## config.mk

```make
export PLATFORM = sky130hd
export DESIGN_NAME = btb_update_queue
export DESIGN_NICKNAME = d
export VERILOG_FILES = /design/src/rtl/ariane_pkg.sv /design/src/rtl/btb_update_queue.sv
export SDC_FILE = /design/constraint.sdc
export NUM_CORES = 1
export LEC_CHECK = 0
export BUFFER_PORTS_ARGS = -buffer_cell sky130_fd_sc_hd__clkbuf_2
export CAP_MARGIN = 15
export CORE_ASPECT_RATIO = 1.75
export CORE_MARGIN = 2
export CORE_UTILIZATION = 53
export CTS_CLUSTER_SIZE = 40
export DETAILED_ROUTE_END_ITERATION = 16
export PLACE_DENSITY = 0.77
export SYNTH_ARGS = -nofsm -noshare
export SYNTH_HDL_FRONTEND = slang
export SYNTH_SLANG_ARGS = --single-unit
```

## constraint.sdc

```tcl
create_clock -name clk_i -period 5.9 [get_ports clk_i]
set_input_delay 0.59 -clock clk_i [delete_from_list [all_inputs] [get_ports clk_i]]
set_output_delay 0.59 -clock clk_i [all_outputs]
set_load 0.01 [all_outputs]
```

## src/rtl/ariane_pkg.sv

```systemverilog
`default_nettype none
// +-----------------------------------------------------------------------+
// | Package     : ariane_pkg                                              |
// | Description : Shared frontend types: BTB update record and the depth  |
// |               used when instantiating the BTB update queue.           |
// | Revision    : 1.0 - initial release                                   |
// +-----------------------------------------------------------------------+
package ariane_pkg;

  localparam int unsigned VLEN = 64;

  // One write request toward the BTB: PC of the indirect jump and its target.
  typedef struct packed {
    logic            valid;
    logic [VLEN-1:0] pc;
    logic [VLEN-1:0] target_address;
  } btb_update_t;

  localparam int unsigned BTB_UPDATE_QUEUE_DEPTH = 4;

endpackage
`default_nettype wire

```

## src/rtl/btb_update_queue.sv

```systemverilog
`default_nettype none
// +-----------------------------------------------------------------------+
// | Module      : btb_update_queue                                        |
// | Description : Buffers resolved JALR mispredicts for the BTB write     |
// |               port. Filters ineligible resolutions, merges repeated   |
// |               PCs into queued entries and drops when full.            |
// | Revision    : 1.0 - initial release                                   |
// +-----------------------------------------------------------------------+
module btb_update_queue
  import ariane_pkg::*;
#(
  parameter int unsigned DEPTH    = BTB_UPDATE_QUEUE_DEPTH,
  parameter bit          COALESCE = 1'b1
) (
  input  logic                       clk_i,
  input  logic                       rst_i,
  input  logic                       flush_i,
  input  logic                       debug_mode_i,
  input  logic                       resolve_valid_i,
  input  logic [63:0]                resolve_pc_i,
  input  logic [63:0]                resolve_target_i,
  input  logic                       resolve_mispredict_i,
  input  logic                       resolve_is_jalr_i,
  input  logic                       update_ready_i,
  output btb_update_t                btb_update_o,
  output logic                       drop_o,
  output logic [$clog2(DEPTH+1)-1:0] occupancy_o
);

  localparam int unsigned        c_PTR_W = $clog2(DEPTH);
  localparam int unsigned        c_CNT_W = $clog2(DEPTH + 1);
  localparam logic [c_CNT_W-1:0] c_FULL  = c_CNT_W'(DEPTH);

  // Entry storage kept flat so every entry can be compared in parallel.
  logic [63:0]        r_pc  [DEPTH];
  logic [63:0]        r_tgt [DEPTH];
  logic [DEPTH-1:0]   r_valid;
  logic [c_PTR_W-1:0] r_head;
  logic [c_PTR_W-1:0] r_tail;
  logic [c_CNT_W-1:0] r_count;

  logic               w_eligible;
  logic               w_out_valid;
  logic               w_pop;
  logic               w_full;
  logic               w_hit;
  logic               w_enq;
  logic               w_drop;
  logic [DEPTH-1:0]   w_hit_vec;
  logic [c_PTR_W-1:0] w_hit_idx;

  // Only indirect mispredicts outside debug and flush reach the queue.
  assign w_eligible  = resolve_valid_i & resolve_mispredict_i & resolve_is_jalr_i
                     & ~debug_mode_i & ~flush_i;
  assign w_out_valid = (r_count != '0) & ~debug_mode_i & ~flush_i;
  assign w_pop       = w_out_valid & update_ready_i;
  assign w_full      = (r_count == c_FULL);

  // The head is never a merge target so the data on the output stays stable.
  for (genvar gi = 0; gi < DEPTH; gi++) begin : g_match
    assign w_hit_vec[gi] = COALESCE && r_valid[gi] && (c_PTR_W'(gi) != r_head)
                           && (r_pc[gi] == resolve_pc_i);
  end

  // Pick the lowest matching index; at most one non-head entry holds a PC.
  always_comb begin
    w_hit_idx = '0;
    for (int i = int'(DEPTH) - 1; i >= 0; i--) begin
      if (w_hit_vec[i]) begin
        w_hit_idx = c_PTR_W'(i);
      end
    end
  end

  // A pop in the same cycle frees a slot, so a full queue can still accept.
  assign w_hit  = w_eligible & (|w_hit_vec);
  assign w_enq  = w_eligible & ~w_hit & (~w_full | w_pop);
  assign w_drop = w_eligible & ~w_hit & w_full & ~w_pop;

  // Pointer, count and valid bookkeeping; reset and flush empty the queue.
  always_ff @(posedge clk_i) begin
    if (rst_i || flush_i) begin
      r_valid <= '0;
      r_head  <= '0;
      r_tail  <= '0;
      r_count <= '0;
    end else begin
      // Pop clears before enqueue sets, so a full-queue pop+push keeps the slot valid.
      if (w_pop) begin
        r_valid[r_head] <= 1'b0;
        r_head          <= r_head + c_PTR_W'(1);
      end
      if (w_enq) begin
        r_valid[r_tail] <= 1'b1;
        r_tail          <= r_tail + c_PTR_W'(1);
      end
      case ({w_enq, w_pop})
        2'b10:   r_count <= r_count + c_CNT_W'(1);
        2'b01:   r_count <= r_count - c_CNT_W'(1);
        default: r_count <= r_count;
      endcase
    end
  end

  // Entry payload writes: new entry at the tail or a target refresh on merge.
  always_ff @(posedge clk_i) begin
    if (!rst_i) begin
      if (w_enq) begin
        r_pc[r_tail]  <= resolve_pc_i;
        r_tgt[r_tail] <= resolve_target_i;
      end
      if (w_hit) begin
        r_tgt[w_hit_idx] <= resolve_target_i;
      end
    end
  end

  // Present the head entry; no bypass from the input side.
  always_comb begin
    btb_update_o                = '0;
    btb_update_o.valid          = w_out_valid;
    btb_update_o.pc             = r_pc[r_head];
    btb_update_o.target_address = r_tgt[r_head];
  end

  assign drop_o      = w_drop;
  assign occupancy_o = r_count;

endmodule
`default_nettype wire
```

## Word level (Yosys, flattened, before mapping)

Memories as Yosys holds them, arrays and structs flattened. A register that Yosys moved wholly into a read port is not among the register bits.
Cells that the tools add are included.

- RAM bits: 512
- Word-level logic and storage cells: 86
- Flip-flop bits (word level): 11
- Memories: 2

- Equal/unequal tests: 10
- Multiplexer cells: 25
- Reduce and logical (&&, ||, !) cells: 16
- Order comparisons: 4
- Bitwise logic cells: 21
- $add $sub $neg: 4

Memories:

| name | depth | width | read ports | clocked after memory_dff | wr ports | line | text |
|---|---|---|---|---|---|---|---|
| r_pc | 4 | 64 | 5 | 1 | 1 | btb_update_queue.sv:35 | `logic [63:0] r_pc [DEPTH];` |
| r_tgt | 4 | 64 | 1 | 1 | 1 | btb_update_queue.sv:36 | `logic [63:0] r_tgt [DEPTH];` |

Operators by type and width:

| cell | count |
|---|---|
| 64-bit == test | 4 |
| 64-bit two-way mux | 1 |
| 64-bit OR reduction | 1 |
| 2-bit two-way mux | 9 |
| 1-bit AND | 12 |
| 4-bit two-way mux | 3 |
| 1-bit logical AND | 10 |
| 1-bit two-way mux | 9 |
| 2-bit by 3-bit < comparator with 1-bit output (second input constant) | 2 |
| 3-bit one-hot mux with 2 select lines | 1 |
| 1-bit inverter | 5 |
| 2-bit by 1-bit adder with 2-bit output (second input constant) | 2 |
| 4-bit AND | 1 |
| 1-bit demux with 2-bit select | 2 |
| 2-bit by 1-bit >= comparator with 1-bit output (second input constant) | 2 |
| 2-bit != test (first input constant) | 2 |
| 4-bit inverter | 1 |
| 4-bit bitwise OR | 1 |
| 2-bit nonzero test | 2 |
| 4-bit OR reduction | 1 |
| 3-bit by 1-bit adder with 3-bit output (second input constant) | 1 |
| 3-bit == test (second input constant) | 1 |
| 3-bit nonzero test | 1 |
| 3-bit by 1-bit subtractor with 3-bit output (second input constant) | 1 |
| 5 further kinds | 5 |

## Longest topological paths before layout

- Depth after elaboration: 12
- Mapped depth: 12
- Depth with buffers taken out: 12

## Worst setup path after synthesis

Ideal clock, no wire load.

- Path type: in2reg
- Start point: input resolve_pc_i[9]
- End point: memory r_tgt[1][0], enable pin
- Path slack: 0.291 ns
- Arrival: 5.123 ns
- Stages: 10
- Setup time: 0.486 ns
- Cells stage by stage: buf_6 > xor2_1 > a2111o_1 > a2111oi_2 > nand4_1 > nor4_4 > or3b_2 > and4_1 > a21oi_1 > nor2_1

- Word-level cells in the longest chain between the ends: 11

RTL lines:

| what | line | text |
|---|---|---|
| start, declared | btb_update_queue.sv:20 | `input logic [63:0] resolve_pc_i,` |
| branches (longest 11 deep; another with 64-bit == test) | n/a |  |
| end, declared | btb_update_queue.sv:36 |  |

Several ways; the timed one is not identified.

==> impl_metrics.prom <==
# TYPE chip_impl_metric gauge
chip_impl_metric{name="cts_hold_buffers",unit=""} 0
chip_impl_metric{name="clkSlewWorstSetupHoldPaths",unit="ns"} 0.07
chip_impl_metric{name="grt_start_max_net_pins",unit=""} 78
chip_impl_metric{name="period_minus_slack",unit="ns"} 4.03
chip_impl_metric{name="multi_input_combinational_cell_area",unit="sq um"} 6320
chip_impl_metric{name="worst_clock_skew",unit="ns"} 0.0251
chip_impl_metric{name="cts_buffers",unit=""} 47
chip_impl_info{name="cp_top_family",value="simple AND/OR/NAND/NOR gates"} 1
chip_impl_metric{name="gr-usage-met2",unit="%"} 49.0
chip_impl_metric{name="worst_slew_margin_rel",unit="%"} 41.1
chip_impl_metric{name="total_leakage_power",unit="nW"} 8.51
chip_impl_metric{name="global_route.usage.met3",unit="%"} 6.32
chip_impl_metric{name="area_growth_syn_to_layout",unit="%"} 16.2
chip_impl_info{name="cp_cell_sequence",value="xor2_1 -> nor4_1 -> nand3_1 -> nor3_1 -> nand4_1 -> or3b_2 -> nor4_4 -> and2_2 -> buf_12"} 1
chip_impl_info{name="tritoncts_clock_tree",value="built"} 1
chip_impl_metric{name="max_freq",unit="GHz"} 0.248
chip_impl_metric{name="sw_frac_of_total",unit="%"} 20.5
chip_impl_metric{name="timing.critical_path.depth",unit=""} 9
chip_impl_metric{name="via_per_inst",unit=""} 6.03
chip_impl_metric{name="vdd_ir_drop_max",unit="mV"} 0.359
chip_impl_metric{name="critical_path.max_stage_delay",unit="ns"} 0.65
chip_impl_metric{name="grt-ovfl-total",unit=""} 0
chip_impl_metric{name="drive_gt1_share",unit="%"} 33.5
chip_impl_metric{name="first_global_vias",unit=""} 13000
chip_impl_metric{name="max_cap_violations",unit=""} 0
chip_impl_metric{name="worst-r2r-cell-count",unit=""} 9
chip_impl_info{name="worst_hold_path_type",value="in2reg"} 1
chip_impl_metric{name="die_h",unit="um"} 275
chip_impl_metric{name="power_density",unit="nW/um^2"} 283
chip_impl_metric{name="worst-r2r-setup-slack",unit="ns"} 1.87
chip_impl_metric{name="dr.first_iter.drc_count",unit=""} 1007
chip_impl_metric{name="drt.antenna.violating_nets",unit=""} 0
chip_impl_metric{name="crit_arrival",unit="ns"} 4.27
chip_impl_metric{name="synth-edff-count",unit=""} 512
chip_impl_metric{name="max_root_sink_buffers",unit=""} 3
chip_impl_metric{name="grtUsageMet1",unit="%"} 29.0
chip_impl_metric{name="critical_path.n_buffers_inverters",unit=""} 1
chip_impl_metric{name="worst_slew_pin_slew",unit="ns"} 0.883
chip_impl_info{name="reg_to_reg_endpoint",value="r_pc[1][47]"} 1
chip_impl_metric{name="clk-insertion-delay-late",unit="ns"} 0.57
chip_impl_info{name="crit_path_end_kind",value="flop"} 1
chip_impl_metric{name="setup-tns-final",unit="ns"} 0
chip_impl_metric{name="die_area",unit="sq um"} 43700
chip_impl_metric{name="hold-worst-slack",unit="ns"} 0.238
chip_impl_metric{name="placement_rows",unit=""} 99
chip_impl_metric{name="post-route-util",unit="%"} 62.1
chip_impl_metric{name="synthesis.yosys.warnings",unit=""} 0
chip_impl_metric{name="total_of_cells_resized_after_clock_tree_synthesis",unit=""} 0
chip_impl_metric{name="grt_first_pass_wirelength",unit="mm"} 86.2
chip_impl_info{name="crit_path_end",value="r_pc[1][47]"} 1
chip_impl_metric{name="postLayoutCellArea",unit="sq um"} 25900
chip_impl_metric{name="timing.final.max_slew_violations",unit=""} 0
chip_impl_metric{name="h_tree_depth",unit=""} 2
chip_impl_metric{name="wl",unit="mm"} 59.6
chip_impl_metric{name="synthCells",unit=""} 1171
chip_impl_metric{name="power.internal",unit="W"} 0.00582
chip_impl_metric{name="worstPathRequired",unit="ns"} 6.14
chip_impl_metric{name="setup-violations-final",unit=""} 0
chip_impl_metric{name="routability_congestion_estimate_from_global_placement",unit=""} 0.984
chip_impl_info{name="outcome",value="completed"} 1
chip_impl_metric{name="ys_seq_elements",unit=""} 525
chip_impl_metric{name="power.clock.fraction",unit="%"} 40.3
chip_impl_metric{name="cts_num_sinks",unit=""} 525
chip_impl_metric{name="detailroute.via_count",unit=""} 12400
chip_impl_metric{name="worstPathMaxFanout",unit=""} 43
chip_impl_info{name="worst_path_max_delay_cell",value="and2_2"} 1
chip_impl_metric{name="p_switching",unit="W"} 0.00150
chip_impl_info{name="synth_largest_area_cell",value="edfxtp_1"} 1
chip_impl_metric{name="seqPwrFrac",unit="%"} 55.9
chip_impl_info{name="clk_root_buffer_cell",value="clkbuf_16"} 1
chip_impl_info{name="predominant_post_synthesis_flop_cell",value="edfxtp_1"} 1
chip_impl_metric{name="synth.net_count",unit=""} 1316
chip_impl_metric{name="postSynth.asyncResetShare",unit="%"} 0
chip_impl_metric{name="core-area",unit="sq um"} 41600
chip_impl_metric{name="cts_setup_buffers",unit=""} 0
chip_impl_metric{name="synthDistinctLibCells",unit=""} 55
chip_impl_metric{name="storage_cell_area",unit="sq um"} 15600
chip_impl_metric{name="timing.final.crit_share",unit="%"} 68.2
chip_impl_metric{name="syn_area",unit="sq um"} 22200
chip_impl_metric{name="postSynthAreaPerCell",unit="sq um"} 19.0
chip_impl_info{name="ys_top_cells_by_count",value="edfxtp_1 (512), mux4_2 (128), xnor2_1 (119)"} 1
chip_impl_metric{name="avgRoutedWirePerCell",unit="um"} 29.1
chip_impl_metric{name="floorplan.initialDensity",unit="%"} 53.5
chip_impl_info{name="startpoint_class",value="flop"} 1
chip_impl_info{name="worstReg2RegStart",value="r_pc[0][40]"} 1
chip_impl_metric{name="num-fill-cells",unit=""} 3034
chip_impl_metric{name="ios",unit=""} 269
chip_impl_metric{name="nNetsFinal",unit=""} 1606
chip_impl_metric{name="n_antenna_cell",unit=""} 0
chip_impl_metric{name="drt_drc_violations_left",unit=""} 0
chip_impl_metric{name="place_hpwl",unit="mm"} 42.1
chip_impl_info{name="post_synth_main_area_contributors",value="edfxtp_1 (69%), mux4_2 (13%), xnor2_1 (4.7%)"} 1
chip_impl_metric{name="number_of_antenna_violations_at_the_first_check_in_global_routing",unit=""} 5
chip_impl_info{name="synthMostInstantiatedCell",value="edfxtp_1"} 1
chip_impl_metric{name="hold_violations",unit=""} 0
chip_impl_metric{name="placement.io_buffers",unit=""} 268
chip_impl_info{name="setup.worst_path.class",value="reg2reg"} 1
chip_impl_info{name="most_congested_layer_reported_by_global_routing",value="met2"} 1
chip_impl_metric{name="firstDrtPassIters",unit=""} 8
chip_impl_metric{name="groute.usage.overall",unit="%"} 27.4
chip_impl_metric{name="combPwrFrac",unit="%"} 3.8
chip_impl_metric{name="detailed_place.area",unit="sq um"} 24400
chip_impl_metric{name="synthDominantCellAreaShare",unit="%"} 69.1
chip_impl_info{name="rsz0062_at_grt",value="no"} 1
chip_impl_metric{name="dieWidth",unit="um"} 159
chip_impl_info{name="worst_setup_path_startpoint",value="r_pc[0][40]"} 1
chip_impl_metric{name="synth.yosys.seq_area_share",unit="%"} 70.3
-- worst min path at each step --
stage | from | to | slack, ns | depth (start not counted)
CTS | resolve_target_i[7] | r_tgt[3][7] | 0.22 | 1
detailed placement | r_valid[3] | r_valid[3] | 0.48 | 2
global route | resolve_target_i[3] | r_tgt[2][3] | 0.23 | 1
finish | resolve_target_i[7] | r_tgt[3][7] | 0.24 | 1
global placement | r_valid[0] | r_valid[0] | 0.47 | 2
floorplan | r_valid[3] | r_valid[3] | 0.46 | 2
-- layer usage --
layer / wire length, um / up-vias
met5: 72 / -
met4: 4670 / 10
met3: 4440 / 160
met2: 31400 / 598
met1: 19000 / 6327
li1: - / 5262
-- power groups by stage --
stage	logic, W	registers (W)	clock network, W
6_report	0.000280	0.00410	0.00295
5_1_grt	0.000293	0.00409	0.00312
4_1_cts	0.000278	0.00410	0.00299
3_5_place_dp	0.000276	0.00418	0
3_3_place_gp	0.000271	0.00418	0
2_1_floorplan	0.000101	0.00418	0
-- layout by cell type (no fill, tap or decap), types with 6 or more instances in the layout --
cell | netlist | layout
nand4_1 | 36 | 36
xor2_1 | 100 | 100
xnor2_1 | 119 | 119
clkbuf_2 | 1 | 268
nor2b_1 | 10 | 10
inv_1 | 39 | 39
buf_12 | 0 | 10
nand2_1 | 12 | 12
nor2_1 | 18 | 14
edfxtp_1 | 512 | 512
ha_1 | 8 | 8
clkbuf_1 | 30 | 8
o22ai_1 | 7 | 7
mux4_2 | 128 | 128
buf_4 | 1 | 9
nor3_1 | 8 | 8
clkbuf_16 | 0 | 47
dfxtp_1 | 13 | 11
clkinv_1 | 0 | 9
a22oi_1 | 6 | 6
nor4_1 | 31 | 31
nand2b_1 | 7 | 7
clkinv_2 | 0 | 8
-- cell type report --
class                   count  area share (%)
flip-flops and latches    525            60.5
multi-input cells         561            24.4
repair buffers            287            6.22
well taps                 555            2.69
inverters                  39           0.566
clock inverters            27           0.948
clock buffers              55            4.66
-- flip-flops by register name, summed over array words and instances, names as in the netlist, named ones only --
name         cells
r_head           2
r_tgt          256
r_pc           256
occupancy_o      3
r_tail           2
r_valid          4
-- cells by family (layout without fill, tap and decap cells) --
group / after synthesis / count (layout) / share of synthesized area, %
mux: 131 / 131 / 13.1
compound gates: 54 / 54 / 1.96
xor+xnor: 219 / 219 / 8.62
flops: 525 / 525 / 70.3
fa+ha+maj: 9 / 9 / 0.540
simple gates: 148 / 148 / 4.02
buf+inv: 85 / 408 / 1.49
-- through the flow --
stage | instances | setup slack [ns] | power [W]
finish | 2049 | 1.87 | 0.00732
global route | 2049 | 1.79 | 0.00751
CTS | 2049 | 1.92 | 0.00737
detailed placement | 1967 | 1.50 | 0.00445
global placement | 1967 | 1.54 | 0.00445
floorplan | 1171 | 0.291 | 0.00428
Note: power is estimated with default switching activity, not from simulation.
